==> src/rtl/mem_ctrl_pkg.sv <==
// Shared encodings for the byte-serial RAM sequencer: width codes, FSM states,
// requester owner codes and the width-to-byte-count helper.
package mem_ctrl_pkg;

  localparam int RAM_ADDR_W = 17;
  localparam int REG_W      = 32;
  localparam int BYTE_W     = 8;

  localparam logic [1:0] MEM_BYTE = 2'b00;
  localparam logic [1:0] MEM_HALF = 2'b01;
  localparam logic [1:0] MEM_WORD = 2'b10;

  typedef enum logic [1:0] {
    MEM_CTRL_IDLE  = 2'd0,
    MEM_CTRL_READ  = 2'd1,
    MEM_CTRL_WRITE = 2'd2,
    MEM_CTRL_DONE  = 2'd3
  } mem_ctrl_state_e;

  typedef enum logic {
    OWNER_IF  = 1'b0,
    OWNER_MEM = 1'b1
  } owner_e;

  // Width code 11 is folded into the word case.
  function automatic logic [2:0] byte_count(input logic [1:0] width);
    case (width)
      MEM_BYTE: byte_count = 3'd1;
      MEM_HALF: byte_count = 3'd2;
      MEM_WORD: byte_count = 3'd4;
      default:  byte_count = 3'd4;
    endcase
  endfunction

endpackage

==> src/rtl/mem_ctrl.sv <==
// Arbiter and sequencer for the single byte-wide RAM port: serialises IF/MEM
// requests into 1/2/4 byte accesses and reassembles little-endian read data.
module mem_ctrl
  import mem_ctrl_pkg::*;
#(
  parameter int ADDR_W = RAM_ADDR_W,
  parameter int DATA_W = REG_W
) (
  input  logic              clk,
  input  logic              rst,
  input  logic              if_req_i,
  input  logic [ADDR_W-1:0] if_addr_i,
  output logic [DATA_W-1:0] if_data_o,
  output logic              if_done_o,
  input  logic              mem_req_i,
  input  logic              mem_wr_i,
  input  logic [1:0]        mem_width_i,
  input  logic [ADDR_W-1:0] mem_addr_i,
  input  logic [DATA_W-1:0] mem_wdata_i,
  output logic [DATA_W-1:0] mem_data_o,
  output logic              mem_done_o,
  output logic [ADDR_W-1:0] ram_addr_o,
  output logic [7:0]        ram_data_o,
  output logic              ram_wr_o,
  input  logic [7:0]        ram_data_i
);

  mem_ctrl_state_e   state_r;
  owner_e            owner_r;
  logic [2:0]        k_r;
  logic [2:0]        n_r;
  logic [ADDR_W-1:0] base_r;
  logic [DATA_W-1:0] wdata_r;
  logic [DATA_W-1:0] buf_r;

  logic              owner_req_s;
  logic              accept_any_s;
  logic [ADDR_W-1:0] accept_addr_s;
  logic [2:0]        k_next_s;
  logic [ADDR_W-1:0] addr_next_s;
  logic [1:0]        cap_idx_s;
  logic [7:0]        wbyte_next_s;
  logic [DATA_W-1:0] asm_s;

  // Next-address, next-store-byte and read-assembly datapath.
  always_comb begin
    owner_req_s   = (owner_r == OWNER_MEM) ? mem_req_i : if_req_i;
    accept_any_s  = mem_req_i | if_req_i;
    accept_addr_s = mem_req_i ? mem_addr_i : if_addr_i;
    k_next_s      = k_r + 3'd1;
    addr_next_s   = base_r + ADDR_W'(k_next_s);
    cap_idx_s     = k_r[1:0] - 2'd1;
    wbyte_next_s  = wdata_r[{k_next_s[1:0], 3'b000} +: 8];
    asm_s         = buf_r;
    // The byte arriving now belongs to the address driven one cycle earlier.
    if (k_r != 3'd0) begin
      asm_s[{cap_idx_s, 3'b000} +: 8] = ram_data_i;
    end else begin
      asm_s = buf_r;
    end
  end

  // Sequencing FSM with all RAM and requester outputs registered.
  always_ff @(posedge clk or posedge rst) begin
    if (rst) begin
      state_r    <= MEM_CTRL_IDLE;
      owner_r    <= OWNER_IF;
      k_r        <= 3'd0;
      n_r        <= 3'd0;
      base_r     <= {ADDR_W{1'b0}};
      wdata_r    <= {DATA_W{1'b0}};
      buf_r      <= {DATA_W{1'b0}};
      ram_addr_o <= {ADDR_W{1'b0}};
      ram_data_o <= 8'h00;
      ram_wr_o   <= 1'b0;
      if_data_o  <= {DATA_W{1'b0}};
      mem_data_o <= {DATA_W{1'b0}};
      if_done_o  <= 1'b0;
      mem_done_o <= 1'b0;
    end else begin
      if_done_o  <= 1'b0;
      mem_done_o <= 1'b0;
      case (state_r)
        MEM_CTRL_IDLE: begin
          k_r <= 3'd0;
          if (accept_any_s) begin
            owner_r    <= mem_req_i ? OWNER_MEM : OWNER_IF;
            base_r     <= accept_addr_s;
            n_r        <= mem_req_i ? byte_count(mem_width_i) : 3'd4;
            wdata_r    <= mem_wdata_i;
            buf_r      <= {DATA_W{1'b0}};
            ram_addr_o <= accept_addr_s;
            if (mem_req_i && mem_wr_i) begin
              ram_data_o <= mem_wdata_i[7:0];
              ram_wr_o   <= 1'b1;
              state_r    <= MEM_CTRL_WRITE;
            end else begin
              ram_wr_o   <= 1'b0;
              state_r    <= MEM_CTRL_READ;
            end
          end else begin
            ram_wr_o <= 1'b0;
            state_r  <= MEM_CTRL_IDLE;
          end
        end
        MEM_CTRL_READ: begin
          ram_wr_o <= 1'b0;
          if (!owner_req_s) begin
            // Flush: drop the partial word without touching the data outputs.
            k_r     <= 3'd0;
            state_r <= MEM_CTRL_IDLE;
          end else if (k_r == n_r) begin
            k_r     <= 3'd0;
            state_r <= MEM_CTRL_DONE;
            if (owner_r == OWNER_MEM) begin
              mem_data_o <= asm_s;
              mem_done_o <= 1'b1;
            end else begin
              if_data_o  <= asm_s;
              if_done_o  <= 1'b1;
            end
          end else begin
            buf_r      <= asm_s;
            k_r        <= k_next_s;
            ram_addr_o <= addr_next_s;
            state_r    <= MEM_CTRL_READ;
          end
        end
        MEM_CTRL_WRITE: begin
          // Stores ignore req so they always finish whole.
          if (k_r == (n_r - 3'd1)) begin
            ram_wr_o <= 1'b0;
            k_r      <= 3'd0;
            state_r  <= MEM_CTRL_DONE;
            if (owner_r == OWNER_MEM) begin
              mem_done_o <= 1'b1;
            end else begin
              if_done_o  <= 1'b1;
            end
          end else begin
            k_r        <= k_next_s;
            ram_addr_o <= addr_next_s;
            ram_data_o <= wbyte_next_s;
            ram_wr_o   <= 1'b1;
            state_r    <= MEM_CTRL_WRITE;
          end
        end
        MEM_CTRL_DONE: begin
          ram_wr_o <= 1'b0;
          k_r      <= 3'd0;
          state_r  <= MEM_CTRL_IDLE;
        end
        default: begin
          ram_wr_o <= 1'b0;
          k_r      <= 3'd0;
          state_r  <= MEM_CTRL_IDLE;
        end
      endcase
    end
  end

endmodule

==> config.mk <==
export PLATFORM = sky130hd
export DESIGN_NAME = mem_ctrl
export DESIGN_NICKNAME = d
export VERILOG_FILES = /design/src/rtl/mem_ctrl_pkg.sv /design/src/rtl/mem_ctrl.sv
export SDC_FILE = /design/constraint.sdc
export NUM_CORES = 1
export LEC_CHECK = 0
export BUFFER_PORTS_ARGS = -buffer_cell sky130_fd_sc_hd__buf_4
export CORE_MARGIN = 2
export CORE_UTILIZATION = 41
export DETAILED_ROUTE_END_ITERATION = 12
export PLACE_DENSITY = 0.66
export SLEW_MARGIN = 20
export SYNTH_ARGS = -nofsm -noshare
export SYNTH_HDL_FRONTEND = slang
export SYNTH_SLANG_ARGS = --single-unit
==> constraint.sdc <==
create_clock -name clk -period 11.7 [get_ports clk]
set_input_delay 2.34 -clock clk [delete_from_list [all_inputs] [get_ports clk]]
set_output_delay 2.34 -clock clk [all_outputs]
set_load 0.01 [all_outputs]
==> summary.txt <==
worst-path maximum fanout -> 18
max-cap violations -> 0
# hold bufs at CTS -> 0
I/O Buffers -> 172
Tightest Pin Transition -> 0.990 ns
vias in the first global route -> 5928
pre-CTS WS -> 7.49 ns
post-DR vias/cell -> 5.14
hpwl dp -> 13100 microns
most area-consuming cells after synthesis -> dfrtp_1 (54%), mux2_2 (5.4%), nand2_1 (4.0%)
DIE AREA -> 21500 sq um
Setup crit start kind -> flip-flop
syn_area_per_cell -> 11.2 sq um
Die X -> 147 microns
WL per Instance -> 16.1 microns
Final nets -> 994
fmax -> 237 MHz
H-tree Lvls -> 4
Pre-antenna DRT Iters -> 4
I/O pin count -> 173
clock slew at reported path FFs -> 0.07 ns
Final WS setup -> 7.48 ns
RD Place Congestion -> 0.780
pwr dens -> 241 nW/um^2
post-synth cell types -> 52
Slew Limit Fails -> 0
RSZ-0062 raised after global routing -> false
clock latency on the worst-skew pair -> 0.43 ns
Post-Route WL -> 19000 microns
commonest register cell after synthesis -> dfrtp_1
Hold Fails Final Rpt -> 0
Max-slew headroom -> 34.0%
Row Count -> 52
final-layout fill cell count -> 1853
largest net degree at the start of global routing -> 107
synthesis-stage register bit count -> 182
Min Clock Period, post-route -> 4.22 ns
Worst Hold Class -> reg2reg
total power -> 2.51 mW
run status -> completed
Post-Syn Instances -> 749
Resized cells post-CTS -> 0
area leader, netlist -> dfrtp_1
crit-path most repeated cell -> inv_1
critical path type -> reg2reg
synthesized net count -> 846
Inst Count DP -> 1148
CTS root buffer -> clkbuf_16
initial antenna violation count -> 0
share of cells above drive strength 1 -> 31.8%
Final Cycle Share -> 36.1%
total track usage -> 18.2%
Seq/Total Area, Yosys -> 54.5%
setup bufs post-CTS -> 0
Crit path max-delay family -> adder cells
n_diodes -> 0
Die H -> 147 microns
Antenna Violating Nets Remaining -> 0
most common library cell in the layout ignoring fill and taps -> dfrtp_1
CP max stage delay -> 0.91 ns
initial core utilization -> 41.6%
DRT iter0 DRCs -> 309
cell breakdown of the critical path -> inv_1, ha_1, inv_1, fa_1, nor2b_1, o21ai_0, nor4_1, xnor2_1, o211ai_1
Async SR Flop Fraction -> 100%
leakage -> 4.77 nW
final setup TNS -> 0 ns
CTS tree -> yes
Post-Route Skew -> 0.0147 ns
TritonCTS Buffers -> 17
Area Overhead vs Synth -> 24.5%
commonest non-fill, non-tap cells in the layout -> dfrtp_1 (182), buf_4 (179), nand2_1 (90)
total congestion overflow -> 0
post-route insts no fill -> 1179
CP required -> 12.00 ns
Longest Clk Path Bufs -> 2
Post-synth EDFFs -> 0
peak supply drop -> 131 uV
vias -> 6058
Worst path slowest cell -> ha_1
Synth top area share -> 54.5%
first-pass GRT wire length -> 31200 microns
Core ar. -> 20100 sq um
CP arrival -> 4.52 ns
WP buf/inv -> 2
WHS -> 0.476 ns
Ys Warns -> 0
Critical Path Sink Type -> flip-flop
synthesized cell area -> 8360 sq um
total clock sinks -> 182
# DRC -> 0
endpoints failing setup -> 0
==> synthesized netlist by cell type (2+ instances only) <==
library cell	count
nor2_1	50
buf_1	14
or3_1	3
a22oi_1	32
nor2b_1	3
nor3_1	5
o21ai_0	45
mux4_2	8
buf_6	7
a21o_1	4
o21ai_1	17
a22o_1	32
nor4_2	2
xor2_1	13
and2_1	2
xnor2_1	4
o21ai_2	19
a21oi_1	40
buf_2	7
nand2_1	90
ha_1	15
nand3_1	6
or2_2	2
dfrtp_1	182
inv_1	15
a211oi_1	2
mux2i_1	30
mux2_2	40
o211ai_1	7
o21a_1	2
nor3b_1	2
nand2b_1	3
nand4_1	6
clkbuf_1	22
==> state kept, by name (all words and copies together) (netlist names), 2 cells and up <==
signal and cells:
base_r 17, buf_r 32, if_data_o 32, k_r 3
mem_data_o 32, n_r 3, ram_addr_o 17, ram_data_o 8
state_r 2, wdata_r 32
==> logic make-up after synthesis <==
family | synth area share [%]
adder cells (fa/ha/maj) | 2.48
AND/OR/NAND/NOR | 9.73
buffers and inverters | 3.65
AO/OA/AOI/OAI | 16.5
flip-flops | 54.5
XOR/XNOR | 2.05
multiplexers | 11.1
==> layout make-up <==
type | count | area, sq um | area share [%]
flip-flops and latches | 182 | 4550 | 43.8
multi-input cells | 502 | 3520 | 33.8
repair buffers | 179 | 1340 | 12.9
clock buffers | 18 | 439 | 4.22
well taps | 270 | 338 | 3.25
clock inverters | 13 | 146 | 1.41
inverters | 15 | 63.8 | 0.613
==> final timing paths <==
path / from / endpoint / slack (ns) / cells past startpoint
worst min-delay path: if_data_o[4]$_DFFE_PP0P_ / if_data_o[4]$_DFFE_PP0P_ / 0.48 / 2
worst max register to register: k_r[0]$_DFF_PP0_ / ram_addr_o[16]$_DFFE_PP0P_ / 7.48 / 9
worst min register to register: if_data_o[4]$_DFFE_PP0P_ / if_data_o[4]$_DFFE_PP0P_ / 0.48 / 2
max in group asynchronous: rst / ram_data_o[4]$_DFFE_PP0P_ / 8.17 / 3
worst max-delay path: k_r[0]$_DFF_PP0_ / ram_addr_o[16]$_DFFE_PP0P_ / 7.48 / 9
min in group asynchronous: rst / if_data_o[26]$_DFFE_PP0P_ / 2.04 / 2
==> stage by stage <==
step	utilization, %	instance area [sq um]
3_5_place_dp	48.8	9820
3_3_place_gp	48.8	9820
6_report	51.7	10400
5_1_grt	51.7	10400
4_1_cts	51.7	10400
2_1_floorplan	-	8360
==> power breakdown <==
| group | leakage (nW) | switching, mW | total (mW) | internal (mW) |
|---|---|---|---|---|
| combinational | 2.15 | 0.499 | 0.970 | 0.470 |
| sequential | 2.34 | 0.139 | 0.969 | 0.830 |
| clock | 0.277 | 0.248 | 0.570 | 0.322 |
| total | 4.77 | 0.886 | 2.51 | 1.62 |
==> metal layers <==
metal	GRT usage [%]	wire (microns)	part of all wire [%]	vias to the layer above
met5	0	0	0	-
met4	5.34	196	1.0	0
met3	3.66	876	4.6	11
met2	29.4	9140	48	151
met1	25.2	8760	46	2934
li1	-	-	-	2962
==> worst register-to-register path, cell delays in order (launching register included) <==
cell	delay (ns)
dfrtp_1	0.90
inv_1	0.27
ha_1	0.92
inv_1	0.28
fa_1	0.50
nor2b_1	0.40
o21ai_0	0.14
nor4_1	0.41
xnor2_1	0.19
o211ai_1	0.11
Note: power is estimated with default switching activity, not from simulation.
